==> config.mk <==
export PLATFORM = sky130hd
export DESIGN_NAME = muldiv_ctl_flat
export DESIGN_NICKNAME = d
export VERILOG_FILES = /design/src/rtl/mips_defs.sv /design/src/rtl/muldiv_ctl_if.sv /design/src/rtl/muldiv_iter.sv /design/src/rtl/muldiv_ctl.sv /design/src/flat_wrapper.sv
export SDC_FILE = /design/constraint.sdc
export NUM_CORES = 1
export LEC_CHECK = 0
export ABC_AREA = 1
export BUFFER_PORTS_ARGS = -buffer_cell sky130_fd_sc_hd__buf_2
export CAP_MARGIN = 20
export CORE_MARGIN = 2
export CORE_UTILIZATION = 26
export CTS_CLUSTER_DIAMETER = 60
export CTS_CLUSTER_SIZE = 24
export DETAILED_ROUTE_END_ITERATION = 7
export PLACE_DENSITY_LB_ADDON = 0.2
export SYNTH_ARGS = -nofsm -noshare
export SYNTH_HDL_FRONTEND = slang
export SYNTH_SLANG_ARGS = --single-unit
==> constraint.sdc <==
create_clock -name clk -period 4.3 [get_ports clk]
set_input_delay 0 -clock clk [delete_from_list [all_inputs] [get_ports clk]]
set_output_delay 0 -clock clk [all_outputs]
set_load 0.01 [all_outputs]
==> src/rtl/mips_defs.sv <==
// Shared MIPS encodings for the EX-stage multiply/divide unit: SPECIAL opcode,
// HI/LO-related function codes, sequencer states and the function decoder.
package mips_defs;

  localparam logic [5:0] OP_SPECIAL = 6'b000000;

  localparam logic [5:0] FUNC_MFHI  = 6'b010000;
  localparam logic [5:0] FUNC_MTHI  = 6'b010001;
  localparam logic [5:0] FUNC_MFLO  = 6'b010010;
  localparam logic [5:0] FUNC_MTLO  = 6'b010011;
  localparam logic [5:0] FUNC_MULT  = 6'b011000;
  localparam logic [5:0] FUNC_MULTU = 6'b011001;
  localparam logic [5:0] FUNC_DIV   = 6'b011010;
  localparam logic [5:0] FUNC_DIVU  = 6'b011011;

  typedef enum logic [1:0] {
    S_IDLE = 2'd0,
    S_RUN  = 2'd1,
    S_FIX  = 2'd2
  } state_t;

  typedef struct packed {
    logic valid;
    logic is_mul;
    logic is_div;
    logic is_signed;
    logic is_mfhi;
    logic is_mthi;
    logic is_mtlo;
  } dec_t;

  function automatic dec_t decode_func(input logic [5:0] func);
    dec_t d;
    d = '0;
    unique case (func)
      FUNC_MULT:  begin d.valid = 1'b1; d.is_mul = 1'b1; d.is_signed = 1'b1; end
      FUNC_MULTU: begin d.valid = 1'b1; d.is_mul = 1'b1; end
      FUNC_DIV:   begin d.valid = 1'b1; d.is_div = 1'b1; d.is_signed = 1'b1; end
      FUNC_DIVU:  begin d.valid = 1'b1; d.is_div = 1'b1; end
      FUNC_MFHI:  begin d.valid = 1'b1; d.is_mfhi = 1'b1; end
      FUNC_MFLO:  d.valid = 1'b1;
      FUNC_MTHI:  begin d.valid = 1'b1; d.is_mthi = 1'b1; end
      FUNC_MTLO:  begin d.valid = 1'b1; d.is_mtlo = 1'b1; end
      default:    d = '0;
    endcase
    return d;
  endfunction

endpackage

==> src/rtl/muldiv_ctl_if.sv <==
// Pipeline <-> multiply/divide unit bundle: ID/EX instruction fields in,
// HI/LO state, move-from data and stall/busy status out.
interface muldiv_ctl_if #(
  parameter int XLEN = 32
);
  logic            ex_valid;
  logic [5:0]      op;
  logic [5:0]      func;
  logic [XLEN-1:0] a;
  logic [XLEN-1:0] b;
  logic            flush;
  logic [XLEN-1:0] hi;
  logic [XLEN-1:0] lo;
  logic [XLEN-1:0] rdata;
  logic            busy;
  logic            stall;

  modport master (
    output ex_valid, op, func, a, b, flush,
    input  hi, lo, rdata, busy, stall
  );

  modport slave (
    input  ex_valid, op, func, a, b, flush,
    output hi, lo, rdata, busy, stall
  );
endinterface

==> src/rtl/muldiv_iter.sv <==
// One iteration of the sequential datapath: a shift-add multiply step or a
// restoring-divide step over the {hi,lo} working pair. Purely combinational.
module muldiv_iter #(
  parameter int XLEN = 32
) (
  input  logic            is_div,
  input  logic [XLEN-1:0] hi_in,
  input  logic [XLEN-1:0] lo_in,
  input  logic [XLEN-1:0] opd,
  output logic [XLEN-1:0] hi_out,
  output logic [XLEN-1:0] lo_out
);

  logic [XLEN:0] sum;
  logic [XLEN:0] shifted;
  logic [XLEN:0] diff;

  always_comb begin
    sum     = {1'b0, hi_in} + (lo_in[0] ? {1'b0, opd} : '0);
    shifted = {hi_in, lo_in[XLEN-1]};
    // Remainder stays below the divisor, so a wrapped (negative) difference
    // always shows up in the top bit.
    diff    = shifted - {1'b0, opd};
    if (is_div) begin
      hi_out = diff[XLEN] ? shifted[XLEN-1:0] : diff[XLEN-1:0];
      lo_out = {lo_in[XLEN-2:0], ~diff[XLEN]};
    end else begin
      hi_out = sum[XLEN:1];
      lo_out = {sum[0], lo_in[XLEN-1:1]};
    end
  end

endmodule

==> src/rtl/muldiv_ctl.sv <==
// EX-stage multiply/divide sequencer owning HI/LO: one bit per cycle on
// magnitudes, sign fix-up at the end, stall for HI/LO users while busy.
module muldiv_ctl
  import mips_defs::*;
#(
  parameter int XLEN  = 32,
  parameter int CNT_W = 6
) (
  input  logic        clk,
  input  logic        rst_n,
  muldiv_ctl_if.slave bus
);

  dec_t            dec;
  logic            special;
  logic            cmd;
  logic            cmd_md;
  logic            b_zero;

  state_t          state_reg;
  state_t          state_next;
  logic            busy;
  logic            stall;
  logic            start;
  logic            iterate;
  logic            fix_wr;
  logic            mt_hi;
  logic            mt_lo;

  logic [CNT_W-1:0] cnt_reg;
  logic [XLEN-1:0] hi_reg;
  logic [XLEN-1:0] lo_reg;
  logic [XLEN-1:0] wh_reg;
  logic [XLEN-1:0] wl_reg;
  logic [XLEN-1:0] opd_reg;
  logic            div_reg;
  logic            dz_reg;
  logic            neg_res_reg;
  logic            neg_rem_reg;

  logic            a_neg;
  logic            b_neg;
  logic [XLEN-1:0] a_abs;
  logic [XLEN-1:0] b_abs;
  logic [XLEN-1:0] iter_hi;
  logic [XLEN-1:0] iter_lo;
  logic [XLEN-1:0] fix_hi;
  logic [XLEN-1:0] fix_lo;
  logic [2*XLEN-1:0] prod;

  assign dec     = decode_func(bus.func);
  assign special = bus.ex_valid && (bus.op == OP_SPECIAL);
  assign cmd     = special && dec.valid && !bus.flush;
  assign cmd_md  = cmd && (dec.is_mul || dec.is_div);
  assign b_zero  = (bus.b == '0);

  // ---------------- FSM: state register ----------------
  always_ff @(posedge clk or negedge rst_n) begin
    if (!rst_n) state_reg <= S_IDLE;
    else        state_reg <= state_next;
  end

  // ---------------- FSM: next state ----------------
  always_comb begin
    state_next = state_reg;
    unique case (state_reg)
      S_IDLE: begin
        // A zero divisor needs no iterations; its result is fixed by definition.
        if (cmd_md) state_next = (dec.is_div && b_zero) ? S_FIX : S_RUN;
      end
      S_RUN: begin
        if (bus.flush)                   state_next = S_IDLE;
        else if (cnt_reg == CNT_W'(1))   state_next = S_FIX;
      end
      S_FIX:   state_next = S_IDLE;
      default: state_next = S_IDLE;
    endcase
  end

  // ---------------- FSM: outputs ----------------
  always_comb begin
    busy    = (state_reg != S_IDLE);
    stall   = busy && cmd;
    start   = cmd_md && !busy;
    iterate = (state_reg == S_RUN);
    fix_wr  = (state_reg == S_FIX) && !bus.flush;
    mt_hi   = cmd && dec.is_mthi && !busy;
    mt_lo   = cmd && dec.is_mtlo && !busy;
  end

  // ---------------- operand preparation ----------------
  always_comb begin
    a_neg = dec.is_signed && bus.a[XLEN-1];
    b_neg = dec.is_signed && bus.b[XLEN-1];
    a_abs = a_neg ? -bus.a : bus.a;
    b_abs = b_neg ? -bus.b : bus.b;
  end

  muldiv_iter #(.XLEN(XLEN)) u_iter (
    .is_div (div_reg),
    .hi_in  (wh_reg),
    .lo_in  (wl_reg),
    .opd    (opd_reg),
    .hi_out (iter_hi),
    .lo_out (iter_lo)
  );

  // ---------------- sign correction ----------------
  always_comb begin
    prod   = {wh_reg, wl_reg};
    fix_hi = wh_reg;
    fix_lo = wl_reg;
    if (dz_reg) begin
      fix_hi = wh_reg;
      fix_lo = wl_reg;
    end else if (div_reg) begin
      fix_lo = neg_res_reg ? -wl_reg : wl_reg;
      fix_hi = neg_rem_reg ? -wh_reg : wh_reg;
    end else if (neg_res_reg) begin
      {fix_hi, fix_lo} = -prod;
    end
  end

  // ---------------- datapath registers ----------------
  always_ff @(posedge clk or negedge rst_n) begin
    if (!rst_n) begin
      cnt_reg     <= '0;
      hi_reg      <= '0;
      lo_reg      <= '0;
      wh_reg      <= '0;
      wl_reg      <= '0;
      opd_reg     <= '0;
      div_reg     <= 1'b0;
      dz_reg      <= 1'b0;
      neg_res_reg <= 1'b0;
      neg_rem_reg <= 1'b0;
    end else begin
      if (start) begin
        cnt_reg     <= CNT_W'(XLEN);
        div_reg     <= dec.is_div;
        dz_reg      <= dec.is_div && b_zero;
        neg_res_reg <= a_neg ^ b_neg;
        neg_rem_reg <= a_neg;
        if (dec.is_div && b_zero) begin
          // Raw dividend lands in HI, LO saturates to all ones.
          wh_reg  <= bus.a;
          wl_reg  <= '1;
          opd_reg <= '0;
        end else if (dec.is_div) begin
          wh_reg  <= '0;
          wl_reg  <= a_abs;
          opd_reg <= b_abs;
        end else begin
          wh_reg  <= '0;
          wl_reg  <= b_abs;
          opd_reg <= a_abs;
        end
      end else if (iterate) begin
        wh_reg  <= iter_hi;
        wl_reg  <= iter_lo;
        cnt_reg <= cnt_reg - CNT_W'(1);
      end

      if (fix_wr) begin
        hi_reg <= fix_hi;
        lo_reg <= fix_lo;
      end else begin
        if (mt_hi) hi_reg <= bus.a;
        if (mt_lo) lo_reg <= bus.a;
      end
    end
  end

  assign bus.hi    = hi_reg;
  assign bus.lo    = lo_reg;
  assign bus.rdata = (bus.op == OP_SPECIAL && dec.is_mfhi) ? hi_reg : lo_reg;
  assign bus.busy  = busy;
  assign bus.stall = stall;

endmodule

==> src/flat_wrapper.sv <==
// flat-port wrapper written by rule: the top's interface ports become plain ports
module muldiv_ctl_flat import mips_defs::*;
#(
  parameter int XLEN  = 32,
  parameter int CNT_W = 6
)
  (clk, rst_n, bus_ex_valid, bus_op, bus_func, bus_a, bus_b, bus_flush, bus_hi, bus_lo, bus_rdata, bus_busy, bus_stall);
  muldiv_ctl_if #(.XLEN(XLEN)) bus_i ();
  input  logic clk;
  input  logic rst_n;
  input wire logic [$bits(bus_i.ex_valid)-1:0] bus_ex_valid;
  input wire logic [$bits(bus_i.op)-1:0] bus_op;
  input wire logic [$bits(bus_i.func)-1:0] bus_func;
  input wire logic [$bits(bus_i.a)-1:0] bus_a;
  input wire logic [$bits(bus_i.b)-1:0] bus_b;
  input wire logic [$bits(bus_i.flush)-1:0] bus_flush;
  output wire logic [$bits(bus_i.hi)-1:0] bus_hi;
  output wire logic [$bits(bus_i.lo)-1:0] bus_lo;
  output wire logic [$bits(bus_i.rdata)-1:0] bus_rdata;
  output wire logic [$bits(bus_i.busy)-1:0] bus_busy;
  output wire logic [$bits(bus_i.stall)-1:0] bus_stall;
  assign bus_i.ex_valid = bus_ex_valid;
  assign bus_i.op = bus_op;
  assign bus_i.func = bus_func;
  assign bus_i.a = bus_a;
  assign bus_i.b = bus_b;
  assign bus_i.flush = bus_flush;
  assign bus_hi = bus_i.hi;
  assign bus_lo = bus_i.lo;
  assign bus_rdata = bus_i.rdata;
  assign bus_busy = bus_i.busy;
  assign bus_stall = bus_i.stall;
  muldiv_ctl #(.XLEN(XLEN), .CNT_W(CNT_W)) u_core (.clk(clk), .rst_n(rst_n), .bus(bus_i));
endmodule
---- After elaboration in Yosys (flattened, before gate mapping) ----
Index checks and enable logic that the tools add are counted.
cells by class
  bitwise operators ....................... 2
  equal/unequal tests ..................... 13
  add/subtract/negate cells ............... 8
  muxes and demuxes ....................... 42
  reduce and logical (&&, ||, !) cells .... 30
operators with widths
  kind                   number
  $mux W32               28
  $neg A32 Y32           4
  $neg A64 Y64           1
  $eq A6 B5 Y1 const B   8
  $add A32 B33 Y33       1
  $sub A33 B32 Y33       1
  $logic_not A32 Y1      1
  $logic_and A1 B1 Y1    15
  $mux W6                2
  $mux W2                4
  $reduce_bool A2 Y1     4
  $reduce_or A8 Y1       1
  $mux W1                7
  $eq A6 B1 Y1 const B   1
  $logic_not A6 Y1       1
  $reduce_or A2 Y1       3
  $sub A6 B1 Y6 const B  1
  $pmux W2 S2            1
  $ne A3 B3 Y1 const B   1
  $eq A2 B1 Y1 const B   1
  $eq A2 B2 Y1 const B   1
  $logic_not A1 Y1       2
  $logic_not A2 Y1       1
  $ne A2 B1 Y1 const B   1
  4 further kinds        4
storage, ports and cells
  output and inout port bits .............. 98
  bits of input ports ..................... 80
  word-level logic and storage cells ...... 106
  flip-flop bits (word level) ............. 172

---- Logic depth before layout (Yosys ltp) ----
Gate-level depths: netlist of the first run.
  depth after elaboration ................. 9
  mapped depth ............................ 21
  depth with buffers taken out ............ 20

---- Cells and area by module ----
Synthesis of the first run repeated with hierarchy kept, for this count alone.
second synthesis, totals
  cells, all modules ...................... 3,461
  area, all modules ....................... 19,795.2 um2
modules (own cells, without submodules)
  module       times used  cells each  seq. area each (um2)  area each (um2)
  muldiv_ctl   1           2,157       4,304.1               13,367.8
  muldiv_iter  1           1,304       0.0                   6,427.4

---- Worst setup path before layout of the first run ----
OpenSTA, ideal clock, no wires.
  path kind ............................... flip-flop to flip-flop
  from .................................... register u_core.wl_reg[0]
  to ...................................... register u_core.wh_reg[25]
  slack ................................... 1.839 ns
  arrival ................................. 2.384 ns
  setup time .............................. 0.077 ns
  data required time ...................... 4.223 ns
  cell stages (with the launch flop) ...... 20
  buffers on the path ..................... 2
  period minus slack after synthesis ...... 2.461 ns
  cell sequence ........................... dfrtp_1 > buf_6 > clkbuf_1 > nand2_1 > inv_1 > ha_1 > fa_1 > nand2_1 > o21ai_2 > a21boi_1 > inv_1 > nand2_1 > nand2_1 > nand2_1 > nand2_1 > nand2_1 > nand3_1 > nand2_1 > nand2_1 > a21oi_1
on the way
  longest elaborated chain between the ends .. 5
RTL lines
  what                      RTL line           text
  start: declaration        muldiv_ctl.sv:34   logic [XLEN-1:0] wl_reg;
  start signal: assignment  muldiv_ctl.sv:151  wl_reg <= a_abs;
  start signal: assignment  muldiv_ctl.sv:155  wl_reg <= b_abs;
  start signal: assignment  muldiv_ctl.sv:160  wl_reg <= iter_lo;
  $mux W32                  muldiv_iter.sv:19  sum = {1'b0, hi_in} + (lo_in[0] ? {1'b0, opd} : '0);
  $add A32 B33 Y33          muldiv_iter.sv:19
  $mux W32                  muldiv_iter.sv:24  if (is_div) begin
  $mux W32                  muldiv_ctl.sv:158  end else if (iterate) begin
  $mux W32                  muldiv_ctl.sv:138  if (start) begin
  end signal: assignment    muldiv_ctl.sv:146  wh_reg <= bus.a;
  end signal: assignment    muldiv_ctl.sv:159  wh_reg <= iter_hi;
  end: declaration          muldiv_ctl.sv:33   logic [XLEN-1:0] wh_reg;
Every way passes these cells. The select of a mux whose other input is x is not followed.
A chain may end at the register's enable or synchronous reset.

---- Final worst setup path of the first run ----
  from .................................... register u_core.wl_reg[0]
  to ...................................... register u_core.wh_reg[15]
Same word-level chain as after synthesis.

==> results.txt, run 1 <==
----------------------------------------------------
[Die]
  Die Span X ... 275 µm
  Standard-cell rows ... 99
  Total core area ... 0.0728 mm²
  Die ar. ... approximately 0.076 mm²
  Height of the die ... 275 µm
  Effective utilization at floorplan ... 0.262
  IO Count ... 178

[Clock tree]
  Sink Count ... 172
  Number of gates resized after CTS ... 0
  Skew-Pair Late Insertion Delay ... 510 ps
  Clock-pin slew reported for the worst setup and hold paths after clock tree synthesis ... 80 ps
  Number of buffers between clock root and the deepest sink ... 2
  Master cell of the clock root buffer ... sky130_fd_sc_hd__clkbuf_16
  CTS Buf Count ... 17
  Hold-fix buffer count after cts ... 32
  Buffers inserted during post-CTS setup optimization ... 0
  Clock tree from TritonCTS ... built
  Max H-tree Level ... 4

[Global routing]
  Vias in the first global route ... 20846
  GRT overflow ... 0
  Maximum number of pins on one net before global-route repair ... 110
  Global-route wire length before repair ... approximately 140000 µm
  Antenna violations before repair ... 3
  All-layer global routing usage ... 0.258

[Yosys]
  Synth unique cells ... between 50 and 60
  Synth Cell Area ... about 0.019 mm²
  Number of enable-type register cells in the synthesized netlist ... 0
  Mapped Nets ... 3414
  Sequential cell area fraction in the yosys report ... 0.226
  Share of async-settable or async-resettable flops after synthesis ... 1.00
  Dominant register cell in the synthesized netlist ... sky130_fd_sc_hd__dfrtp_1
  Syn. warnings ... 0
  #FFs+latches synth ... 172
  Mean instance size in the synthesized netlist ... 5.85 µm²
  Number of standard cells after synthesis ... approximately 3300

[STA]
  Tightest Pin Transition ... about 980 ps
  RSZ-0062 raised after global routing ... no
  Fin. Hold Viols ... 0
  Final-report setup violation count ... 0
  Relative max-transition margin ... 0.349
  Summed negative setup slack over all endpoints ... 0 ps
  Crit share post-route ... 0.778
  Final critical path time including I/O delays and setup ... 3350 ps
  Fmax achieved ... 299 MHz
  Slew Limit Fails ... 0
  Layout Skew ... 19.7 ps

[Placed design]
  Final GP Congestion ... between 0.9 and 1
  HPWL after detailed placement ... 80100 µm
  Count of input and output buffers ... 177

[Route]
  Remaining DRCs ... 0
  Detailed-route vias per instance ... 5.20
  Drt initial violations ... 2667
  Overall via count from detail_route ... 22791
  Total detailed-routing wirelength ... between 90000 and 100000 µm
  Wirelength per Cell ... 22.6 µm
  Detailed Routing Iterations Pass 1 ... 6
  Count of nets left with antenna violations after detail routing ... 0

[Critical path]
  Standard cell with the maximum stage delay on the critical path ... sky130_fd_sc_hd__dfrtp_1
  Setup crit start kind ... register
  Endpoint required time on the critical path ... 4710 ps
  Maximum single-stage delay on the critical path ... roughly 570 ps
  Largest fanout on the critical path ... 31
  Critical-path cell list ... buf_4 > nand2_1 > inv_1 > ha_1 > a21oi_1 > a21boi_0 > o21ai_0 > nand2_1 > nand2_1 > nand2_1 > nand3_1 > nand2_1 > nand2_1 > a21oi_1
  Endpoint type of the worst setup path ... register
  Worst setup path class ... register to register
  Buffers and inverters on the worst path ... 2
  Data arrival time of the worst path ... 3760 ps
  Crit-path leading delay family ... compound AO/OA/AOI/OAI gates
  Most common cell on crit path ... sky130_fd_sc_hd__nand2_1

[Finish]
  Proportion of layout cells with a drive suffix above 1 ... 0.0991
  Fill count ... approximately 8400
  FF+latch area ... 0.00431 mm²
  Layout overhead on the synthesized area ... 14.6%
  Diode count ... 0
  Multi-input gate area in the final layout ... 0.0124 mm²
  Final layout net count ... around 3600

[Power]
  P per Cell Area ... roughly 180 mW/mm²
  Worst vdd ir ... between 0.0003 and 0.0004 V
  Power after layout ... 4030 µW
  Total leakage power ... 0.0115 µW

[Run status]
  Run status ... finished, final reports clean

[Worst hold path]
  HP Class ... input port to register

[Flow run]
  Max cap viols ... 0

----------------------------------------------------
[cell type report]
| class | count | share of cell area |
|---|---|---|
| Multi-Input combinational cell | 2475 | 0.566 |
| Tap cell | 959 | 0.0549 |
| Clock buffer | 21 | 0.0215 |
| Sequential cell | 172 | 0.197 |
| Timing Repair Buffer | 244 | 0.0691 |
| Inverter | 499 | 0.0857 |
| Clock inverter | 11 | 0.00544 |
[report_power, final]
part           total, µW  switching (µW)  leakage [µW]  internal, µW
clock               1660             843      0.000291           816
sequential          1660            26.7       0.00199          1640
combinational        704             494       0.00920           210
[cells in the mapped netlist, types with 14 or more instances]
| cell type | n | area share |
|---|---|---|
| sky130_fd_sc_hd__nand2_2 | 17 | 0.0056 |
| sky130_fd_sc_hd__nor4_1 | 14 | 0.0046 |
| sky130_fd_sc_hd__o21bai_1 | 24 | 0.0094 |
| sky130_fd_sc_hd__o21ai_1 | 20 | 0.0052 |
| sky130_fd_sc_hd__xnor2_1 | 16 | 0.0073 |
| sky130_fd_sc_hd__buf_2 | 32 | 0.0084 |
| sky130_fd_sc_hd__nand3_1 | 256 | 0.067 |
| sky130_fd_sc_hd__nand2_1 | 1014 | 0.20 |
| sky130_fd_sc_hd__clkbuf_1 | 63 | 0.012 |
| sky130_fd_sc_hd__ha_1 | 70 | 0.046 |
| sky130_fd_sc_hd__o22ai_1 | 54 | 0.018 |
| sky130_fd_sc_hd__inv_1 | 483 | 0.095 |
| sky130_fd_sc_hd__inv_2 | 15 | 0.0030 |
| sky130_fd_sc_hd__o21ai_0 | 220 | 0.058 |
| sky130_fd_sc_hd__nand4_1 | 39 | 0.013 |
| sky130_fd_sc_hd__a21oi_1 | 196 | 0.051 |
| sky130_fd_sc_hd__dfrtp_1 | 172 | 0.23 |
| sky130_fd_sc_hd__o211ai_1 | 56 | 0.022 |
| sky130_fd_sc_hd__xor2_1 | 57 | 0.026 |
| sky130_fd_sc_hd__nor3_1 | 48 | 0.013 |
| sky130_fd_sc_hd__nor2_1 | 260 | 0.051 |
[placed cells by master, fill, tap and decap left out, types with 33 or more instances in the layout]
cell and n:
sky130_fd_sc_hd__inv_1 482, sky130_fd_sc_hd__o21ai_0 220, sky130_fd_sc_hd__buf_4 33, sky130_fd_sc_hd__ha_1 70, sky130_fd_sc_hd__o211ai_1 56, sky130_fd_sc_hd__dfrtp_1 171, sky130_fd_sc_hd__nor2_1 260, sky130_fd_sc_hd__nor3_1 47
sky130_fd_sc_hd__xor2_1 57, sky130_fd_sc_hd__nand4_1 39, sky130_fd_sc_hd__a21oi_1 196, sky130_fd_sc_hd__buf_2 176, sky130_fd_sc_hd__nand3_1 255, sky130_fd_sc_hd__o22ai_1 54, sky130_fd_sc_hd__nand2_1 1012
[cell families (layout without fill, tap and decap cells)]
family / Yosys count / after routing / synth area share
buf+inv: 615 / 775 / 0.126
flops: 172 / 172 / 0.226
compound gates: 609 / 609 / 0.180
xor+xnor: 73 / 73 / 0.0335
simple gates: 1717 / 1717 / 0.384
mux: 4 / 4 / 0.00223
fa+ha+maj: 72 / 72 / 0.0480
[metal layers]
layer	vias up	GRT usage	wire length, µm
li1	10844	-	-
met1	10761	0.379	45500
met2	1046	0.385	41600
met3	140	0.0337	8420
met4	0	0.0881	3260
met5	-	0	0
[stage by stage]
step                      hold slack, ps  area (µm²)  std cells  utilization  setup slack (ps)
after global routing                24.5       21800       4381        0.300               716
after floorplan                     -296       19100       3262            -              1840
final                               30.6       21800       4381        0.300               954
after detailed placement             221       20900       4315        0.287              1020
after CTS                           1.81       21800       4379        0.299              1000
after global placement               228       20900       4315        0.287              1090
[worst reg2reg max path, cell delays in order, from the launching register on]
cell and delay (ps):
sky130_fd_sc_hd__dfrtp_1 570, sky130_fd_sc_hd__buf_4 400, sky130_fd_sc_hd__nand2_1 100, sky130_fd_sc_hd__inv_1 80, sky130_fd_sc_hd__ha_1 280, sky130_fd_sc_hd__a21oi_1 260, sky130_fd_sc_hd__a21boi_0 500, sky130_fd_sc_hd__o21ai_0 400
sky130_fd_sc_hd__nand2_1 170, sky130_fd_sc_hd__nand2_1 70, sky130_fd_sc_hd__nand2_1 60, sky130_fd_sc_hd__nand3_1 70, sky130_fd_sc_hd__nand2_1 90, sky130_fd_sc_hd__nand2_1 50, sky130_fd_sc_hd__a21oi_1 180
[worst paths after layout]
| path | start | endpoint | slack (ps) | depth (start not counted) |
|---|---|---|---|---|
| setup / recovery | u_core.wl_reg[0] | u_core.wh_reg[15] | 950 | 14 |
| hold / removal | bus_b[29] | u_core.opd_reg[29] | 30 | 4 |
| min in group asynchronous | rst_n | u_core.bus.lo[11] | 210 | 2 |
| max in group asynchronous | rst_n | u_core.opd_reg[5] | 3080 | 3 |
| hold reg to reg | u_core.cnt_reg[3] | u_core.cnt_reg[3] | 510 | 1 |
| setup reg to reg | u_core.wl_reg[0] | u_core.wh_reg[15] | 950 | 14 |
Note: power is estimated with default switching activity, not from simulation.
==> inputs of run 2 (changes only) <==
--- a/config.mk
+++ b/config.mk
@@ -5,7 +5,7 @@
 export SDC_FILE = /design/constraint.sdc
 export NUM_CORES = 1
 export LEC_CHECK = 0
-export ABC_AREA = 1
+export ABC_AREA = 0
 export BUFFER_PORTS_ARGS = -buffer_cell sky130_fd_sc_hd__buf_2
 export CAP_MARGIN = 20
 export CORE_MARGIN = 2
==> constraint.sdc (replaced) <==
create_clock -name clk -period 2.9 [get_ports clk]
set_input_delay 0 -clock clk [delete_from_list [all_inputs] [get_ports clk]]
set_output_delay 0 -clock clk [all_outputs]
set_load 0.01 [all_outputs]
==> run 2 against run 1 <==
Effect of this change: the flow now finishes with violations (setup timing); flip-flop and latch count unchanged; total power increased to 2.6 times the previous value; global-route usage increased by 0.34 points; clock skew decreased by 5.1 ps.
==> results.txt, run 2 <==
----------------------------------------------------
[Finish]
  FF+latch area ... 0.00431 mm²
  Final non-filler cell total ... 3403
  Layout overhead on the synthesized area ... 41.2%
  Final layout net count ... ~2800
  Final cell utilization of the core ... 0.370
  Multi-input gate area in the final layout ... around 0.012 mm²
  Proportion of layout cells with a drive suffix above 1 ... 0.307
  Commonest non-fill, non-tap cell in the layout ... sky130_fd_sc_hd__buf_4
  Most frequent cells in the layout ... sky130_fd_sc_hd__buf_4, sky130_fd_sc_hd__nand2_1, sky130_fd_sc_hd__nor2_1
  Fill count ... 6423

[Yosys]
  Area fraction of the dominant cell type after synthesis ... 0.267
  Largest cells by area after synthesis ... sky130_fd_sc_hd__dfrtp_1, sky130_fd_sc_hd__mux2i_1, sky130_fd_sc_hd__a21oi_1, sky130_fd_sc_hd__o21ai_0, sky130_fd_sc_hd__ha_1
  Synth unique cells ... 83
  Dominant cell type by area after synthesis ... sky130_fd_sc_hd__dfrtp_1
  Synth Cell Area ... 0.0161 mm²
  Number of enable-type register cells in the synthesized netlist ... 0
  Dominant register cell in the synthesized netlist ... sky130_fd_sc_hd__dfrtp_1
  #FFs+latches synth ... 172
  Sequential cell area fraction in the yosys report ... 0.267
  Dominant cell by count in the synthesized netlist ... sky130_fd_sc_hd__nand2_1
  Top cells by count, synth ... sky130_fd_sc_hd__nand2_1, sky130_fd_sc_hd__a21oi_1, sky130_fd_sc_hd__nor2_1
  Syn. warnings ... 0
  Number of standard cells after synthesis ... between 2000 and 2500
  Mapped Nets ... 2213
  Mean instance size in the synthesized netlist ... 7.82 µm²
  Share of async-settable or async-resettable flops after synthesis ... 1.00

[Die]
  Die Span X ... 253 µm
  Standard-cell rows ... between 90 and 100
  Die ar. ... 0.0640 mm²
  Height of the die ... 253 µm
  IO Count ... 178
  Effective utilization at floorplan ... 0.262
  Total core area ... ~0.06 mm²

[Critical path]
  Largest fanout on the critical path ... 10
  Endpoint type of the worst setup path ... register
  Terminus of the critical flop-to-flop path ... u_core.wh_reg[22]
  Data arrival time of the worst path ... approximately 3700 ps
  Beginning of the worst register-to-register path ... u_core.opd_reg[0]
  Critical-path cell list ... buf_6 > ha_4 > fa_2 > nand2b_4 > a21o_1 > a211o_1 > o31ai_4 > a41o_2 > nor3_4 > nor2_4 > buf_4 > mux2i_1 > a221oi_1
  Internal reg-to-reg setup slack ... -410 ps
  Endpoint required time on the critical path ... 3300 ps
  Standard cell with the maximum stage delay on the critical path ... sky130_fd_sc_hd__dfrtp_1
  Worst setup path class ... register to register
  Number of cells traversed by the worst register-to-register path ... 13
  Setup crit start kind ... register
  Maximum single-stage delay on the critical path ... 410 ps

[STA]
  Final critical-path setup slack ... -406 ps
  Worst slack on hold paths ... 41.1 ps
  Layout Skew ... 14.6 ps
  Fin. Hold Viols ... 0
  Crit share post-route ... 1.14
  RSZ-0062 raised after global routing ... yes
  Final critical path time including I/O delays and setup ... 3310 ps
  Tightest Pin Transition ... 885 ps
  Slew Limit Fails ... 0
  Fmax achieved ... 302 MHz
  Relative max-transition margin ... 0.406
  Final-report setup violation count ... 38

[Placed design]
  Count of input and output buffers ... 177
  Final GP Congestion ... 0.970
  DP Worst Slack ... -497 ps
  HPWL after detailed placement ... 67500 µm
  Count of placed standard cells including taps ... 3312

[Run status]
  Failing checks ... setup timing
  Run status ... finished with violations

[Clock tree]
  Sink Count ... 172
  Clock-pin slew reported for the worst setup and hold paths after clock tree synthesis ... 80 ps
  CTS Buf Count ... 17
  Master cell of the clock root buffer ... sky130_fd_sc_hd__clkbuf_16
  Clock tree from TritonCTS ... built
  Number of buffers between clock root and the deepest sink ... 2
  Skew-Pair Late Insertion Delay ... 510 ps
  Max H-tree Level ... 4

[Global routing]
  Maximum number of pins on one net before global-route repair ... between 100 and 150
  Antenna violations before repair ... 0
  Vias in the first global route ... around 18000
  Global-route wire length before repair ... 122000 µm
  All-layer global routing usage ... 0.261
  GRT overflow ... 0

[Power]
  Worst vdd ir ... around 0.00027 V
  P per Cell Area ... 457 mW/mm²
  Total leakage power ... 0.0106 µW

[Route]
  Count of nets left with antenna violations after detail routing ... 0
  Remaining DRCs ... 0
  Total detailed-routing wirelength ... about 85000 µm
  Drt initial violations ... around 1500
  Overall via count from detail_route ... 18338
  Wirelength per Cell ... 24.9 µm
  Detailed-route vias per instance ... 5.39
  Detailed Routing Iterations Pass 1 ... 5

[Worst hold path]
  Sink of the worst hold path ... u_core.bus.lo[3]
  Number of cells on the worst hold path ... 4
  HP Class ... input port to register
  Hold Crit Start ... bus_a[3]

[Flow run]
  Max cap viols ... 0

----------------------------------------------------
[run 2: cells by family after synthesis]
logic type | Yosys count | share of synthesized area
xor+xnor | 175 | 0.0951
simple gates | 643 | 0.193
mux | 134 | 0.0859
buf+inv | 200 | 0.0480
compound gates | 665 | 0.254
flops | 172 | 0.267
fa+ha+maj | 72 | 0.0568
[run 2: metal layers]
metal / up-vias / track usage / wire (µm)
met5: - / 0 / 0
met4: 0 / 0.0818 / 2500
met3: 115 / 0.0341 / 5010
met2: 708 / 0.421 / 38300
met1: 8981 / 0.362 / 38900
li1: 8534 / - / -
[run 2: where the power goes]
part           switching, µW  internal (µW)  leakage [µW]  total (µW)
logic                   2840           2360       0.00815        5200
clock network           1360           1170      0.000299        2530
registers                138           2540       0.00211        2680
total                   4340           6070        0.0106       10400
[run 2: area by class of cell]
class	instances	share of cell area
repair buffers	655	0.214
diodes	1	0.000110
inverters	64	0.0107
clock buffers	17	0.0187
flip-flops and latches	172	0.189
clock inverters	15	0.00863
well taps	790	0.0434
multi-input cells	1689	0.515
[run 2: what timing repair did]
item	4_1_cts	5_1_grt
buffers inserted	12	22
setup endpoints to repair	47	60
resized for setup	63	109
hold buffers	32	0
pin swaps	37	42
hold endpoints to repair	113	0
[run 2: how the worst max path moves through the flow]
stage                           start                end  slack [ps]  cells past startpoint
global route        u_core.opd_reg[0]  u_core.wh_reg[22]        -500                     13
global placement     u_core.wl_reg[0]  u_core.wh_reg[11]        -420                     12
floorplan           u_core.wl_reg[31]   u_core.wh_reg[1]        -110                     13
detailed placement  u_core.opd_reg[0]  u_core.wh_reg[23]        -500                     13
CTS                 u_core.opd_reg[0]  u_core.wh_reg[24]        -340                     14
finish              u_core.opd_reg[0]  u_core.wh_reg[22]        -410                     13
[run 2: stage by stage]
| step | instance area, µm² | total power [µW] | TNS, ps |
|---|---|---|---|
| after floorplan | 16200 | 5050 | -632 |
| after global placement | 20900 | 7420 | -12720 |
| after detailed placement | 20900 | 7400 | -14510 |
| after CTS | 22200 | 10100 | -8700 |
| after global routing | 22800 | 10900 | -14090 |
| final | 22800 | 10400 | -10400 |
[run 2: worst max-delay path, delay by kind of cell, from the launching register on]
kind	cells	cell delay [ps]
adder cells (fa/ha/maj)	2	500
AO/OA/AOI/OAI	5	1410
AND/OR/NAND/NOR	3	390
multiplexers	1	110
buffers and inverters	2	380
flip-flops	1	410
